[src/rtl/reg_operand_scoreboard_pkg.sv]
// rtl/reg_operand_scoreboard_pkg.sv - shared forwarding encodings and scoreboard entry type
//
// Used by the scoreboard, the ID stage and the EX operand muxes.
//   FWD_*      : operand source select encoding
//   REG_ZERO   : hardwired-zero register number
//   sb_entry_t : one in-flight position {valid, rd, load}
//   pos_to_fwd : maps a pipeline position (0=EX,1=MEM,2=WB,3=past WB) to a select
package reg_operand_scoreboard_pkg;

  localparam logic [1:0] FWD_RF  = 2'd0;
  localparam logic [1:0] FWD_EX  = 2'd1;
  localparam logic [1:0] FWD_MEM = 2'd2;
  localparam logic [1:0] FWD_WB  = 2'd3;

  localparam logic [4:0] REG_ZERO = 5'd0;

  typedef struct packed {
    logic       valid;
    logic [4:0] rd;
    logic       load;
  } sb_entry_t;

  // Position 3 only exists with four tracked stages; by then the register
  // file already holds the value, so it reads from the regfile.
  function automatic logic [1:0] pos_to_fwd(input logic [1:0] pos);
    case (pos)
      2'd0:    return FWD_EX;
      2'd1:    return FWD_MEM;
      2'd2:    return FWD_WB;
      default: return FWD_RF;
    endcase
  endfunction

endpackage

[src/rtl/reg_operand_scoreboard_sb_src_match.sv]
// rtl/reg_operand_scoreboard_sb_src_match.sv - youngest in-flight match for one source operand
//
// Ports:
//   entries      in  STAGES scoreboard entries, index 0 = youngest (EX)
//   src          in  source register number
//   use_src      in  source is actually read by the instruction
//   hit          out some valid entry targets src
//   idx          out position of the youngest matching entry
//   load_at_pos0 out youngest match is a load still in EX (load-use hazard)
module sb_src_match
  import reg_operand_scoreboard_pkg::*;
#(
  parameter int STAGES = 3
) (
  input  sb_entry_t [STAGES-1:0] entries,
  input  logic [4:0]             src,
  input  logic                   use_src,
  output logic                   hit,
  output logic [1:0]             idx,
  output logic                   load_at_pos0
);

  // Scan oldest to youngest so the lowest index overwrites and wins.
  always_comb begin
    hit = 1'b0;
    idx = 2'd0;
    for (int i = STAGES - 1; i >= 0; i--) begin
      if (use_src && (src != REG_ZERO) && entries[i].valid && (entries[i].rd == src)) begin
        hit = 1'b1;
        idx = 2'(i);
      end
    end
    load_at_pos0 = hit && (idx == 2'd0) && entries[0].load;
  end

endmodule

[src/rtl/reg_operand_scoreboard.sv]
// rtl/reg_operand_scoreboard.sv - in-flight destination tracking, issue stall and operand forwarding
//
// Ports:
//   clk, rst                  clock (rising edge), asynchronous active-high reset
//   issue_valid               ID holds an instruction
//   issue_rs / issue_rt       source A / B register numbers
//   issue_use_rs / _use_rt    source A / B actually read
//   issue_wen / issue_rd      instruction writes issue_rd
//   issue_load                instruction is a load (result from MEM onward)
//   flush                     kill the instruction in EX and the one in ID
//   issue_ready               ID may advance this cycle
//   fwd_a / fwd_b             operand source: 0=regfile 1=EX 2=MEM 3=WB
//   pend_mask                 bit r set when a valid in-flight entry targets r
//   stall_cnt / flush_cnt     (SCOREBOARD_PERF_EN only) stall and flush cycle counters
module reg_operand_scoreboard
  import reg_operand_scoreboard_pkg::*;
#(
  parameter int STAGES = 3,
  parameter int NREG   = 32
) (
  input  logic            clk,
  input  logic            rst,
  input  logic            issue_valid,
  input  logic [4:0]      issue_rs,
  input  logic [4:0]      issue_rt,
  input  logic            issue_use_rs,
  input  logic            issue_use_rt,
  input  logic            issue_wen,
  input  logic [4:0]      issue_rd,
  input  logic            issue_load,
  input  logic            flush,
  output logic            issue_ready,
  output logic [1:0]      fwd_a,
  output logic [1:0]      fwd_b,
  output logic [NREG-1:0] pend_mask
`ifdef SCOREBOARD_PERF_EN
  ,
  output logic [31:0]     stall_cnt,
  output logic [31:0]     flush_cnt
`endif
);

  sb_entry_t [STAGES-1:0] ent;
  sb_entry_t              new_ent;

  logic       hit_a, hit_b;
  logic [1:0] idx_a, idx_b;
  logic       ld_a, ld_b;
  logic       stall;

  sb_src_match #(.STAGES(STAGES)) u_match_a (
    .entries      (ent),
    .src          (issue_rs),
    .use_src      (issue_use_rs),
    .hit          (hit_a),
    .idx          (idx_a),
    .load_at_pos0 (ld_a)
  );

  sb_src_match #(.STAGES(STAGES)) u_match_b (
    .entries      (ent),
    .src          (issue_rt),
    .use_src      (issue_use_rt),
    .hit          (hit_b),
    .idx          (idx_b),
    .load_at_pos0 (ld_b)
  );

  // Only a load sitting in EX can stall: one cycle later it reaches MEM and forwards.
  assign stall       = issue_valid & (ld_a | ld_b);
  assign issue_ready = ~stall & ~flush;

  assign fwd_a = hit_a ? pos_to_fwd(idx_a) : FWD_RF;
  assign fwd_b = hit_b ? pos_to_fwd(idx_b) : FWD_RF;

  always_comb begin
    pend_mask = '0;
    for (int r = 0; r < NREG; r++) begin
      for (int i = 0; i < STAGES; i++) begin
        if (ent[i].valid && (ent[i].rd == r[4:0])) pend_mask[r] = 1'b1;
      end
    end
  end

  // r0 writes never occupy an entry, so they can never be forwarded.
  always_comb begin
    new_ent.valid = issue_valid & issue_ready & issue_wen & (issue_rd != REG_ZERO);
    new_ent.rd    = issue_rd;
    new_ent.load  = issue_load;
  end

  always_ff @(posedge clk or posedge rst) begin
    if (rst) begin
      ent <= '0;
    end else begin
      ent[0] <= new_ent;
      // A flush kills the EX instruction as it would move to MEM.
      ent[1] <= flush ? sb_entry_t'('0) : ent[0];
      for (int i = 2; i < STAGES; i++) ent[i] <= ent[i-1];
    end
  end

`ifdef SCOREBOARD_PERF_EN
  always_ff @(posedge clk or posedge rst) begin
    if (rst) begin
      stall_cnt <= '0;
      flush_cnt <= '0;
    end else begin
      if (stall & ~flush) stall_cnt <= stall_cnt + 32'd1;
      if (flush)          flush_cnt <= flush_cnt + 32'd1;
    end
  end
`endif

endmodule

[config.mk]
export PLATFORM = sky130hd
export DESIGN_NAME = reg_operand_scoreboard
export DESIGN_NICKNAME = d
export VERILOG_FILES = /design/src/rtl/reg_operand_scoreboard_pkg.sv /design/src/rtl/reg_operand_scoreboard_sb_src_match.sv /design/src/rtl/reg_operand_scoreboard.sv
export SDC_FILE = /design/constraint.sdc
export NUM_CORES = 1
export LEC_CHECK = 0
export ABC_AREA = 1
export BUFFER_PORTS_ARGS = -buffer_cell sky130_fd_sc_hd__buf_4
export CORE_UTILIZATION = 53
export DETAILED_ROUTE_END_ITERATION = 7
export PLACE_DENSITY = 0.91
export REMOVE_ABC_BUFFERS = 1
export SLEW_MARGIN = 5
export SYNTH_ARGS = -nofsm -noshare
export SYNTH_HDL_FRONTEND = slang
export SYNTH_SLANG_ARGS = --single-unit
[constraint.sdc]
create_clock -name clk -period 2.2 [get_ports clk]
set_input_delay 0.55 -clock clk [delete_from_list [all_inputs] [get_ports clk]]
set_output_delay 0.55 -clock clk [all_outputs]
set_load 0.1 [all_outputs]
==> metrics.md, run 1 <==
| Metric | Value |
|---|---|
| Number of core rows | 22 |
| FF+latch count, synth | 19 |
| Avg Inst Size Synth | 5.16 sq um |
| Error | [ERROR DPL-0038] Utilization greater than 100%, impossible to legalize |
| GRT repair_timing worst endpoint | issue_ready |
| # hold bufs at CTS | 0 |
| TritonCTS buffer count | 3 |
| Die span in y | 64.7 um |
| Longest Clk Path Bufs | 2 |
| CTS Sinks | 19 |
| Worst EP Category | primary output |
| Boundary Pins | 60 |
| Clock root buffer master | clkbuf_8 |
| Syn. warnings | 0 |
| Seq/Total Area, Yosys | 22.9% |
| Cell count after synthesis | 403 |
| Distinct cells, synth | 20 |
| Pin count of the biggest net entering global routing | 20 |
| DIE WIDTH | 64.7 um |
| Stage reached | global routing (5_1_grt) |
| GPL Wtd Cong | 1.01 |
| H-tree lvl count | 1 |
| Status | did not finish |
| I/O Buffers | 59 |
| Initial Utilization | 56.0% |
| Post-DP HPWL | 5880 um |
| Netlist Area Pre-Place | 2080 sq um |
| Post-Place Setup Slack | -422 ps |
## per-stage QoR
stage,std cells,hold slack [ps],setup TNS [ps],util [%],area (sq um)
floorplan,397,374,-6780,-,2050
detailed placement,547,415,-1270,77.5,2880
global placement,547,398,-1250,77.5,2880
CTS,555,395,-1010,88.5,3290
## cells in the mapped netlist, drive strengths merged
cell type	number	area (sq um)
nand2	191	722
nor2	74	278
nand3	46	250
inv	42	158
dfrtp	19	475
o21ai	7	35.0
a21oi	6	30.0
xor2	4	35.0
buf	3	15.0
clkbuf	3	11.3
nor3	3	25.0
ha	2	25.0
nand4	1	6.26
o311ai	1	8.76
or3	1	6.26
## cells by family after synthesis
family | after synthesis | synth area share, %
compound gates | 14 | 3.55
simple gates | 316 | 61.9
buf+inv | 48 | 8.84
xor+xnor | 4 | 1.68
fa+ha+maj | 2 | 1.20
flops | 19 | 22.9
## timing repair
action | CTS
gates resized for setup | 94
setup buffers | 5
pin swaps | 24
setup endpoints to repair | 22
==> run 2: changes to the inputs <==
- CORE_UTILIZATION: 53 -> 40
- PLACE_DENSITY: 0.91 -> not set
- PLACE_DENSITY_LB_ADDON: not set -> 0.15
==> metrics.md, run 2 <==
| Metric | Value |
|---|---|
| Status | complete, but fails checks |
| Failing checks | negative setup slack |
| First-pass GRT wire length | 12,800 um |
| Post-DP HPWL | 6140 um (+4.5%) |
| Hold Crit Class | in2reg |
| Final worst path period share | 119% |
| Cell family with most CP delay | simple AND/OR/NAND/NOR gates |
| Final min period | 2610 ps |
| Reg-to-Reg End | ent[6] |
| Seq/Total Area, Yosys | 22.9% (unchanged) |
| Antenna viol nets, final | 0 |
| CTS Sinks | 19 (unchanged) |
| Clock root buffer master | clkbuf_8 |
| Longest Clk Path Bufs | 2 (unchanged) |
| Hold Startpoint | issue_load |
| Hold depth | 1 |
| Critical path's slowest cell | buf_12 |
| First-pass DRT Iterations | 5 |
| DIE WIDTH | 74.1 um (+15%) |
| GR Util All Layers | 31.0% |
| Design area | 4080 sq um |
| Avg Inst Size Synth | 5.16 sq um (unchanged) |
| Final Util | 84.2% |
| CP Launch Type | input port |
| Yosys top cell area share | 34.1% (unchanged) |
| DR vias/cell | 5.70 |
| Crit Path Class | in2out |
| Initial DRC Count | 398 |
| Max-Cap Viols | 0 |
| FFs w/ async S/R, synth | 100% (unchanged) |
| Max-slew violations | 0 |
| Most frequent cells in the layout | nand2_1, buf_4, buf_12 |
| Clk slew on worst S/H paths | 70 ps |
| Commonest non-fill, non-tap cell in the layout | nand2_1 |
| Most frequent CP cell | nand2_2 |
| Initial Utilization | 42.9% (-13 points) |
| CP Data Arrival Time | 2060 ps |
| Static leakage | 2.01 nW |
| Most frequent cells after synthesis | nand2_1, nor2_1, nand3_1 |
| Routed length on met2 | 5030 um |
| Core area | 4850 sq um |
| Largest Register | ent |
| Placed Instances | 573 (+4.8%) |
| Placed inst area | 2960 sq um (+2.7%) |
| Final non-filler cell total | 589 |
| Crit path max fanout | 7 |
| RSZ-0062 raised after global routing | true |
| FF+latch count, synth | 19 (unchanged) |
| Detailed-route via count | 3,355 |
| Cell count after synthesis | 403 (unchanged) |
| Path depth of the worst reg2reg path | 13 |
| Most frequent cell after synthesis | nand2_1 |
| Met1 wire length | 3910 um |
| Boundary Pins | 60 (unchanged) |
| Top layer in use | met4 |
| GPL Wtd Cong | 0.972 (-3.5%) |
| TNS Setup | -2320 ps |
| I/O Buffers | 59 (unchanged) |
| # setup viols final | 24 |
| Final WL | 10,600 um |
| CTS tree | done |
| Measured slew at the worst slew-check pin | 733 ps |
| Setup ws final | -409 ps |
| Distinct cells, synth | 20 (unchanged) |
| Rel. slew slack | 51.1% |
| Multi-input gate area | 1890 sq um |
| CP Buf/Inv Count | 5 |
| # fillers | 297 |
| Number of core rows | 25 (+14%) |
| Hold endpoint | ent[0] |
| Max frequency | 383 MHz |
| TritonCTS buffer count | 3 (unchanged) |
| Max reg flops | 19 |
| Worst reg-to-reg setup slack | 260 ps |
| Vias in the first global route | 2,691 |
| # diodes | 0 |
| Yosys top cell by area | nand2_1 |
| Syn. warnings | 0 (unchanged) |
| Pin count of the biggest net entering global routing | 20 |
| VDD IR max | 0.441 mV |
| Netlist Area Pre-Place | 2080 sq um (unchanged) |
| CP Cell Sequence | buf_4, nor2_1, nand3_1, nand2_1, inv_1, nand3_2, inv_4, nor2_2, nand2_2, ha_4, nand2_1, nand2_2, nand2_2, nand2_2, inv_2, buf_12 |
| Met3 WL post-DR | 1130 um |
| Fin. Hold Viols | 0 |
| Top Registers | ent x19 |
| Critical Path Max Stage Delay | 170 ps |
| Gr ovfl total | 0 |
| Die span in y | 74.1 um (+15%) |
| Main area contributors after synthesis | nand2_1, dfrtp_1, nor2_1, nand3_1, inv_1 |
| H-tree lvl count | 1 (unchanged) |
| PwrDens | 265 nW/um^2 |
| Crit end category | output pin |
| Number of synthesized flops with an enable pin | 0 (unchanged) |
| Clock latency on the worst-skew pair | 260 ps |
| Reg2reg start | ent[17] |
| Initial antenna violation count | 0 |
| Syn-to-layout area delta | 96.1% |
| Register cell area after layout | 487 sq um |
| Top_reg_cell synth | dfrtp_1 |
| Critical Path RT | 1650 ps |
| Die Footprint | 5490 sq um |
| Fin nets | 548 |
| Share of cells above drive strength 1 | 52.7% |
| Routed len/inst | 18.1 um |
| Detailed-route DRC error count | 0 |
| Final Skew | 4.46 ps |
## run 2: cell counts after synthesis
Identical to the previous run, type by type.
## run 2: report_power, final
part | internal (mW) | switching (mW) | leakage (nW)
clock network | 0.126 | 0.122 | 0.0255
logic | 0.169 | 0.272 | 1.75
registers | 0.367 | 0.0256 | 0.229
total | 0.663 | 0.420 | 2.01
## run 2: layer usage
layer | vias to the layer above | track usage, %
met5 | - | 0
met4 | 0 | 9.62
met3 | 66 | 5.56
met2 | 274 | 49.8
met1 | 1532 | 42.2
li1 | 1483 | -
## run 2: layout make-up
type	count	share of cell area [%]
multi-input cells	336	46.4
repair buffers	121	34.3
flip-flops and latches	19	11.9
inverters	42	4.11
well taps	67	2.05
clock buffers	3	1.01
clock inverters	1	0.123
## run 2: metrics by stage
| stage | hold slack [ps] | setup slack (ps) | power (mW) |
|---|---|---|---|
| finish | 390 | -409 | 1.08 |
| global route | 379 | -490 | 1.13 |
| CTS | 390 | -354 | 0.981 |
| detailed placement | 468 | -458 | 0.712 |
| global placement | 474 | -428 | 0.713 |
| floorplan | 374 | -1470 | 0.555 |
## run 2: cells by family (layout without fill, tap and decap cells)
| kind of cell | Yosys count | in the layout | share of synthesized area [%] |
|---|---|---|---|
| xor+xnor | 4 | 4 | 1.68 |
| simple gates | 316 | 316 | 61.9 |
| compound gates | 14 | 14 | 3.55 |
| fa+ha+maj | 2 | 2 | 1.20 |
| buf+inv | 48 | 167 | 8.84 |
| flops | 19 | 19 | 22.9 |
## run 2: repair_timing
action / 4_1_cts / 5_1_grt
setup endpoints to repair: 30 / 37
hold buffers: 0 / 0
pin swaps: 13 / 48
resized for setup: 99 / 180
buffers inserted: 4 / 9
cloned: 0 / 1
## run 2: worst max path at each step
| stage | from | end | slack, ps | cells past startpoint |
|---|---|---|---|---|
| after global routing | ent[12] | issue_ready | -490 | 16 |
| after CTS | ent[9] | issue_ready | -350 | 14 |
| after detailed placement | issue_rs[1] | issue_ready | -460 | 14 |
| final | issue_rs[3] | issue_ready | -410 | 16 |
| after global placement | issue_rs[0] | issue_ready | -430 | 16 |
| after floorplan | issue_rs[1] | fwd_a[0] | -1470 | 5 |
## run 2: worst reg2reg max path: stages, from the launching register on
cell     delay, ps
dfrtp_1        430
buf_6          140
nand2_1         60
nand2_1         70
nor3_2         220
nand4_1        180
ha_4           210
nand2_4         70
nand2_2         50
nand2_2         70
nand2_2         60
buf_4          130
buf_4          120
nor2_1          80
Power figures use the tool's default switching activity.
==> run 3: changes to the inputs <==
==> constraint.sdc (replaced) <==
create_clock -name clk -period 3.36 [get_ports clk]
set_input_delay 0.504 -clock clk [delete_from_list [all_inputs] [get_ports clk]]
set_output_delay 0.504 -clock clk [all_outputs]
set_load 0.1 [all_outputs]
==> metrics.md, run 3 (synthesis results as in run 2) <==
| Metric | Value |
|---|---|
| Initial antenna violation count | 0 (unchanged) |
| Final min period | 2710 ps |
| Routed len/inst | 13.2 um (-27%) |
| Fin nets | 489 (-11%) |
| Clock latency on the worst-skew pair | 260 ps (about the same) |
| Max reg flops | 19 (unchanged) |
| Syn-to-layout area delta | 27.4% |
| Initial Utilization | 42.9% (unchanged) |
| Vias in the first global route | 2,359 (-12%) |
| Die Footprint | 5490 sq um (unchanged) |
| Clock root buffer master | clkbuf_8 |
| Rel. slew slack | 54.5% (+3.5 points) |
| First-pass GRT wire length | 11,200 um (-13%) |
| Crit end category | output pin |
| # fillers | 526 (+77%) |
| Die span in y | 74.1 um (unchanged) |
| Status | finished, final reports clean |
| CTS Sinks | 19 (unchanged) |
| Final Skew | 6.34 ps (+1.88 ps) |
| H-tree lvl count | 1 (unchanged) |
| TritonCTS buffer count | 3 (unchanged) |
| Static leakage | 1.47 nW (-27%) |
| Resized cells post-CTS | 0 (-100%) |
| Boundary Pins | 60 (unchanged) |
| Crit Path Class | reg2out |
| Gr ovfl total | 0 (unchanged) |
| GPL Wtd Cong | 0.947 (-2.7%) |
| Cell family with most CP delay | simple AND/OR/NAND/NOR gates |
| # setup viols final | 0 (-100%) |
| Measured slew at the worst slew-check pin | 681 ps (-51.7 ps) |
| DR vias/cell | 5.14 (-9.8%) |
| Fin. Hold Viols | 0 (unchanged) |
| RSZ-0062 raised after global routing | false |
| Pin count of the biggest net entering global routing | 20 (unchanged) |
| Final WL | 7000 um (-34%) |
| Detailed-route DRC error count | 0 (unchanged) |
| CP Data Arrival Time | 2210 ps (+150 ps) |
| CTS tree | done |
| Clk slew on worst S/H paths | 70 ps (about the same) |
| Most frequent CP cell | nand2_1 |
| Register cell area after layout | 475 sq um (-2.3%) |
| GR Util All Layers | 26.3% (-4.6 points) |
| Antenna viol nets, final | 0 (unchanged) |
| Share of cells above drive strength 1 | 19.0% (-34 points) |
| CP Launch Type | flip-flop |
| CP Cell Sequence | inv_1, nand2_1, nand3_1, nor2_1, nand3_1, inv_1, nand2_1, ha_1, nand2_1, nand2_1, nand2_1, nand2_1, inv_1, buf_4 |
| Critical Path RT | 2860 ps (+1210 ps) |
| I/O Buffers | 59 (unchanged) |
| Multi-input gate area | 1420 sq um (-25%) |
| VDD IR max | 0.333 mV (-25%) |
| Final worst path period share | 80.7% |
| Post-CTS setup buffers | 0 (-4) |
| WHS | 348 ps (-42.4 ps) |
| Detailed-route via count | 2,723 (-19%) |
| Hold Crit Class | in2async |
| Longest Clk Path Bufs | 2 (unchanged) |
| DIE WIDTH | 74.1 um (unchanged) |
| Top Registers | ent x19 |
| Placed inst area | 2600 sq um (-12%) |
| Design area | 2650 sq um (-35%) |
| # diodes | 0 (unchanged) |
| Most frequent cells in the layout | nand2_1, nor2_1, buf_4 |
| Initial DRC Count | 278 (-30%) |
| PwrDens | 220 nW/um^2 (-17%) |
| Critical Path Max Stage Delay | 460 ps (+290 ps) |
| Core area | 4850 sq um (unchanged) |
| Max frequency | 369 MHz |
| Number of core rows | 25 (unchanged) |
| Critical path's slowest cell | dfrtp_1 |
| Commonest non-fill, non-tap cell in the layout | nand2_1 |
| First-pass DRT Iterations | 5 (unchanged) |
| Max-Cap Viols | 0 (unchanged) |
| # hold bufs at CTS | 0 (unchanged) |
| CP Buf/Inv Count | 4 (-1) |
| Largest Register | ent |
| Max-slew violations | 0 (unchanged) |
| Crit path max fanout | 6 (-1) |
| Post-DP HPWL | 5480 um (-11%) |
## run 3: cell types whose count changed in the layout (fill, tap and decap cells not counted), moves of 11 or more
| cell | previous run | this run |
|---|---|---|
| nor2_1 | 30 | 74 |
| buf_12 | 34 | 0 |
| nand2_1 | 156 | 189 |
| nor2_2 | 33 | 0 |
| nand2_2 | 27 | 2 |
| nand3_1 | 21 | 42 |
| nand3_2 | 24 | 4 |
| buf_6 | 14 | 0 |
| inv_1 | 16 | 28 |
| nor2_4 | 11 | 0 |
## run 3: final cells by class
cell class              count  share of cell area, %
clock inverters             1                  0.189
inverters                  42                   5.95
multi-input cells         336                   53.6
repair buffers             62                   17.6
clock buffers               3                   1.56
flip-flops and latches     19                   17.9
well taps                  67                   3.16
## run 3: power by group
part,internal [mW],switching [mW]
combinational,0.0513,0.120
sequential,0.240,0.0176
clock,0.0824,0.0727
## run 3: worst paths after layout
check | startpoint | to | cells after the start | slack, ps
hold reg to reg | ent[13] | ent[20] | 0 | 400
setup / recovery | ent[8] | issue_ready | 14 | 650
min in group clk | issue_rd[3] | ent[4] | 1 | 350
max in group asynchronous | rst | ent[19] | 2 | 2570
hold / removal | rst | ent[3] | 2 | 350
setup reg to reg | ent[8] | ent[6] | 14 | 1590
## run 3: routing by layer
metal / global-route usage (%) / up-vias / part of all wire [%]
met4: 3.42 / 0 / 0.94
li1: - / 1362 / -
met5: 0 / - / 0
met3: 2.44 / 13 / 9.0
met1: 39.9 / 1211 / 45
met2: 41.3 / 137 / 45
## run 3: stage by stage
step | setup TNS, ps | util, % | setup slack [ps] | std cells | power [mW]
2_1_floorplan | -398 | - | -219 | 397 | 0.363
3_3_place_gp | 0 | 53.7 | 765 | 526 | 0.431
3_5_place_dp | 0 | 53.7 | 763 | 526 | 0.430
4_1_cts | 0 | 54.7 | 666 | 530 | 0.583
5_1_grt | 0 | 54.7 | 447 | 530 | 0.614
6_report | 0 | 54.7 | 650 | 530 | 0.584
==> run 4: changes to the inputs <==
- ABC_AREA: 1 -> 0
- clock period: 3.36 -> 2.46 ns (I/O delays scaled with it)
==> metrics.md, run 4 <==
| Metric | Value |
|---|---|
| Initial antenna violation count | 0 (unchanged) |
| Longest Clk Path Bufs | 2 (unchanged) |
| Critical Path RT | 2090 ps (-770 ps) |
| Status | complete, but fails checks |
| Routed len/inst | 16.1 um (+22%) |
| Number of synthesized flops with an enable pin | 0 (unchanged) |
| Crit end category | output pin |
| FF+latch count, synth | 19 (unchanged) |
| GPL Wtd Cong | 0.954 (+0.75%) |
| Detailed-route via count | 2,256 (-17%) |
| Mux share of post-synthesis cell area | 0% (unchanged) |
| Syn-to-layout area delta | 49.9% |
| Register cell area after layout | 480 sq um (+1.1%) |
| Core area | 4410 sq um (-9.0%) |
| Largest family of logic cells by synthesized area | simple AND/OR/NAND/NOR gates |
| I/O Buffers | 59 (unchanged) |
| Share of cells above drive strength 1 | 36.4% (+17 points) |
| Seq/Total Area, Yosys | 25.6% (+2.8 points) |
| First-pass DRT Iterations | 5 (unchanged) |
| Synth Area in Compound Gates | 17.0% (+14 points) |
| Top_reg_cell synth | dfrtp_1 |
| Adder-Cell Fraction of Synth Area | 1.35% (+0.15 points) |
| Most frequent cell after synthesis | nand2_1 |
| Final worst path period share | 112% |
| Critical Path Max Stage Delay | 520 ps (+60 ps) |
| Reg-to-Reg End | ent[6] |
| Max-Cap Viols | 0 (unchanged) |
| Boundary Pins | 60 (unchanged) |
| CP Launch Type | input port |
| Pin count of the biggest net entering global routing | 20 (unchanged) |
| RSZ-0062 raised after global routing | true |
| Largest Register | ent |
| GR Util All Layers | 25.1% (-1.2 points) |
| Static leakage | 1.34 nW (-8.6%) |
| CP Cell Sequence | buf_4, or4_1, o21a_1, nand4_1, nand3b_1, ha_2, nand3_2, a31oi_4, nor3_2, buf_6 |
| CTS tree | done |
| Top layer in use | met4 |
| Detailed-route DRC error count | 0 (unchanged) |
| Most frequent cells in the layout | buf_4, nand2_1, a22oi_1 |
| Post-DP HPWL | 4620 um (-16%) |
| Initial DRC Count | 182 (-35%) |
| CP Data Arrival Time | 2390 ps (+180 ps) |
| Multi-input gate area | 1400 sq um (-1.5%) |
| Vias in the first global route | 2,012 (-15%) |
| VDD IR max | 0.419 mV (+26%) |
| DIE WIDTH | 70.1 um (-5.4%) |
| Max-slew violations | 0 (unchanged) |
| Final Skew | 1.38 ps (-4.96 ps) |
| TritonCTS buffer count | 3 (unchanged) |
| Final min period | 2760 ps |
| PwrDens | 296 nW/um^2 (+35%) |
| Yosys top cell by area | dfrtp_1 |
| Clock root buffer master | clkbuf_8 |
| Overall Power | 825 uW (+41%) |
| Die span in y | 70.1 um (-5.4%) |
| Max frequency | 362 MHz |
| # diodes | 0 (unchanged) |
| Met3 WL post-DR | 584 um (-7.2%) |
| Netlist Area Pre-Place | 1860 sq um (-11%) |
| Distinct cells, synth | 30 (+50%) |
| Simple-Gate Fraction of Synth Area | 38.4% (-23 points) |
| Fin nets | 367 (-25%) |
| First-pass GRT wire length | 9890 um (-12%) |
| Cell family with most CP delay | simple AND/OR/NAND/NOR gates |
| H-tree lvl count | 1 (unchanged) |
| Failing checks | negative setup slack |
| Gr ovfl total | 0 (unchanged) |
| Fin. Hold Viols | 0 (unchanged) |
| # setup viols final | 4 (+4) |
| Die Footprint | 4920 sq um (-10%) |
| XOR/XNOR Fraction of Synth Area | 14.2% (+12 points) |
| # hold bufs at CTS | 0 (unchanged) |
| Max reg flops | 19 (unchanged) |
| Top Registers | ent x19 |
| Setup ws final | -303 ps (-953 ps) |
| Avg Inst Size Synth | 7.34 sq um (+42%) |
| Rel. slew slack | 54.0% (-0.56 points) |
| CTS Sinks | 19 (unchanged) |
| Clock latency on the worst-skew pair | 250 ps (about the same) |
| Most frequent cells after synthesis | nand2_1, a22oi_1, xor2_1 |
| Met1 wire length | 2850 um (-10%) |
| Syn. warnings | 0 (unchanged) |
| Hold Crit Class | in2async |
| DR vias/cell | 5.74 (+12%) |
| Yosys top cell area share | 25.6% (-8.5 points) |
| Commonest non-fill, non-tap cell in the layout | buf_4 |
| Cell count after synthesis | 253 (-37%) |
| Number of core rows | 24 (-4.0%) |
| Post-Place Setup Slack | -226 ps (-988 ps) |
| Crit path max fanout | 3 (-3) |
| # fillers | 385 (-27%) |
| CP Launch Point | issue_rs[1] |
| Antenna viol nets, final | 0 (unchanged) |
| Path depth of the worst reg2reg path | 9 (-5) |
| Reg2reg start | ent[4] |
| Final WL | 6320 um (-9.7%) |
| CP Buf/Inv Count | 2 (-2) |
| Routed length on met2 | 2830 um (-9.7%) |
| Clk slew on worst S/H paths | 70 ps (about the same) |
| Initial Utilization | 42.1% (-0.85 points) |
| Main area contributors after synthesis | dfrtp_1, nand2_1, xor2_1, a22oi_1, nor2b_1 |
| Critical path's slowest cell | or4_1 |
| Crit Path Class | in2out |
| Worst reg-to-reg setup slack | 320 ps (-1270 ps) |
| Measured slew at the worst slew-check pin | 690 ps (+8.42 ps) |
| FFs w/ async S/R, synth | 100% (unchanged) |
==> run 4: cell count changes after synthesis, moves of 14 or more <==
| cell | previous run | this run |
|---|---|---|
| nand3_1 | 42 | 3 |
| xor2_1 | 4 | 24 |
| nor2_1 | 74 | 18 |
| inv_1 | 28 | 3 |
| nor2b_1 | 0 | 16 |
| inv_2 | 14 | 0 |
| nand2_1 | 189 | 68 |
| a22oi_1 | 0 | 26 |
==> run 4: logic make-up (layout without fill, tap and decap cells) <==
kind of cell,Yosys count,in the layout
simple gates,144,144
fa+ha+maj,2,2
flops,19,19
xor+xnor,30,30
buf+inv,17,105
compound gates,41,41
==> run 4: how the worst max path moves through the flow <==
| stage | end | slack (ps) | cells after the start |
|---|---|---|---|
| 6_report | issue_ready | -300 | 10 |
| 5_1_grt | issue_ready | -360 | 9 |
| 4_1_cts | issue_ready | -220 | 9 |
| 3_5_place_dp | issue_ready | -230 | 10 |
| 3_3_place_gp | issue_ready | -220 | 10 |
| 2_1_floorplan | issue_ready | -1620 | 8 |
==> run 4: what timing repair did <==
item | CTS | global route
resized for setup | 14 | 13
setup endpoints to repair | 3 | 8
pin swaps | 5 | 11
setup buffers | 1 | 1
==> run 4: final cells by class <==
cell class	instances	share of cell area (%)
tap	52	2.34
clock buffer	4	1.62
timing repair buffer	98	28.1
sequential	19	17.3
inverter	3	0.405
multi-input combinational	217	50.3
==> run 4: metrics by stage <==
step	std cells	hold slack [ps]	TNS (ps)	cell area, sq um	util [%]
floorplan	239	320	-5110	1800	-
global placement	387	482	-311	2600	59.0
detailed placement	387	485	-365	2600	59.0
CTS	392	221	-398	2720	61.6
global route	393	215	-790	2780	63.0
finish	393	221	-503	2780	63.0
==> run 4: where the power goes <==
| group | internal, mW | leakage [nW] | total, mW | switching (mW) |
|---|---|---|---|---|
| registers | 0.328 | 0.235 | 0.352 | 0.0243 |
| logic | 0.107 | 1.09 | 0.258 | 0.152 |
| clock network | 0.115 | 0.0228 | 0.215 | 0.0996 |
| total | 0.550 | 1.34 | 0.825 | 0.276 |
==> run 4: routing by layer <==
layer	global-route usage, %	up-vias
met5	0	-
li1	-	1061
met3	3.17	8
met4	5.11	0
met2	38.8	137
met1	37.4	1050
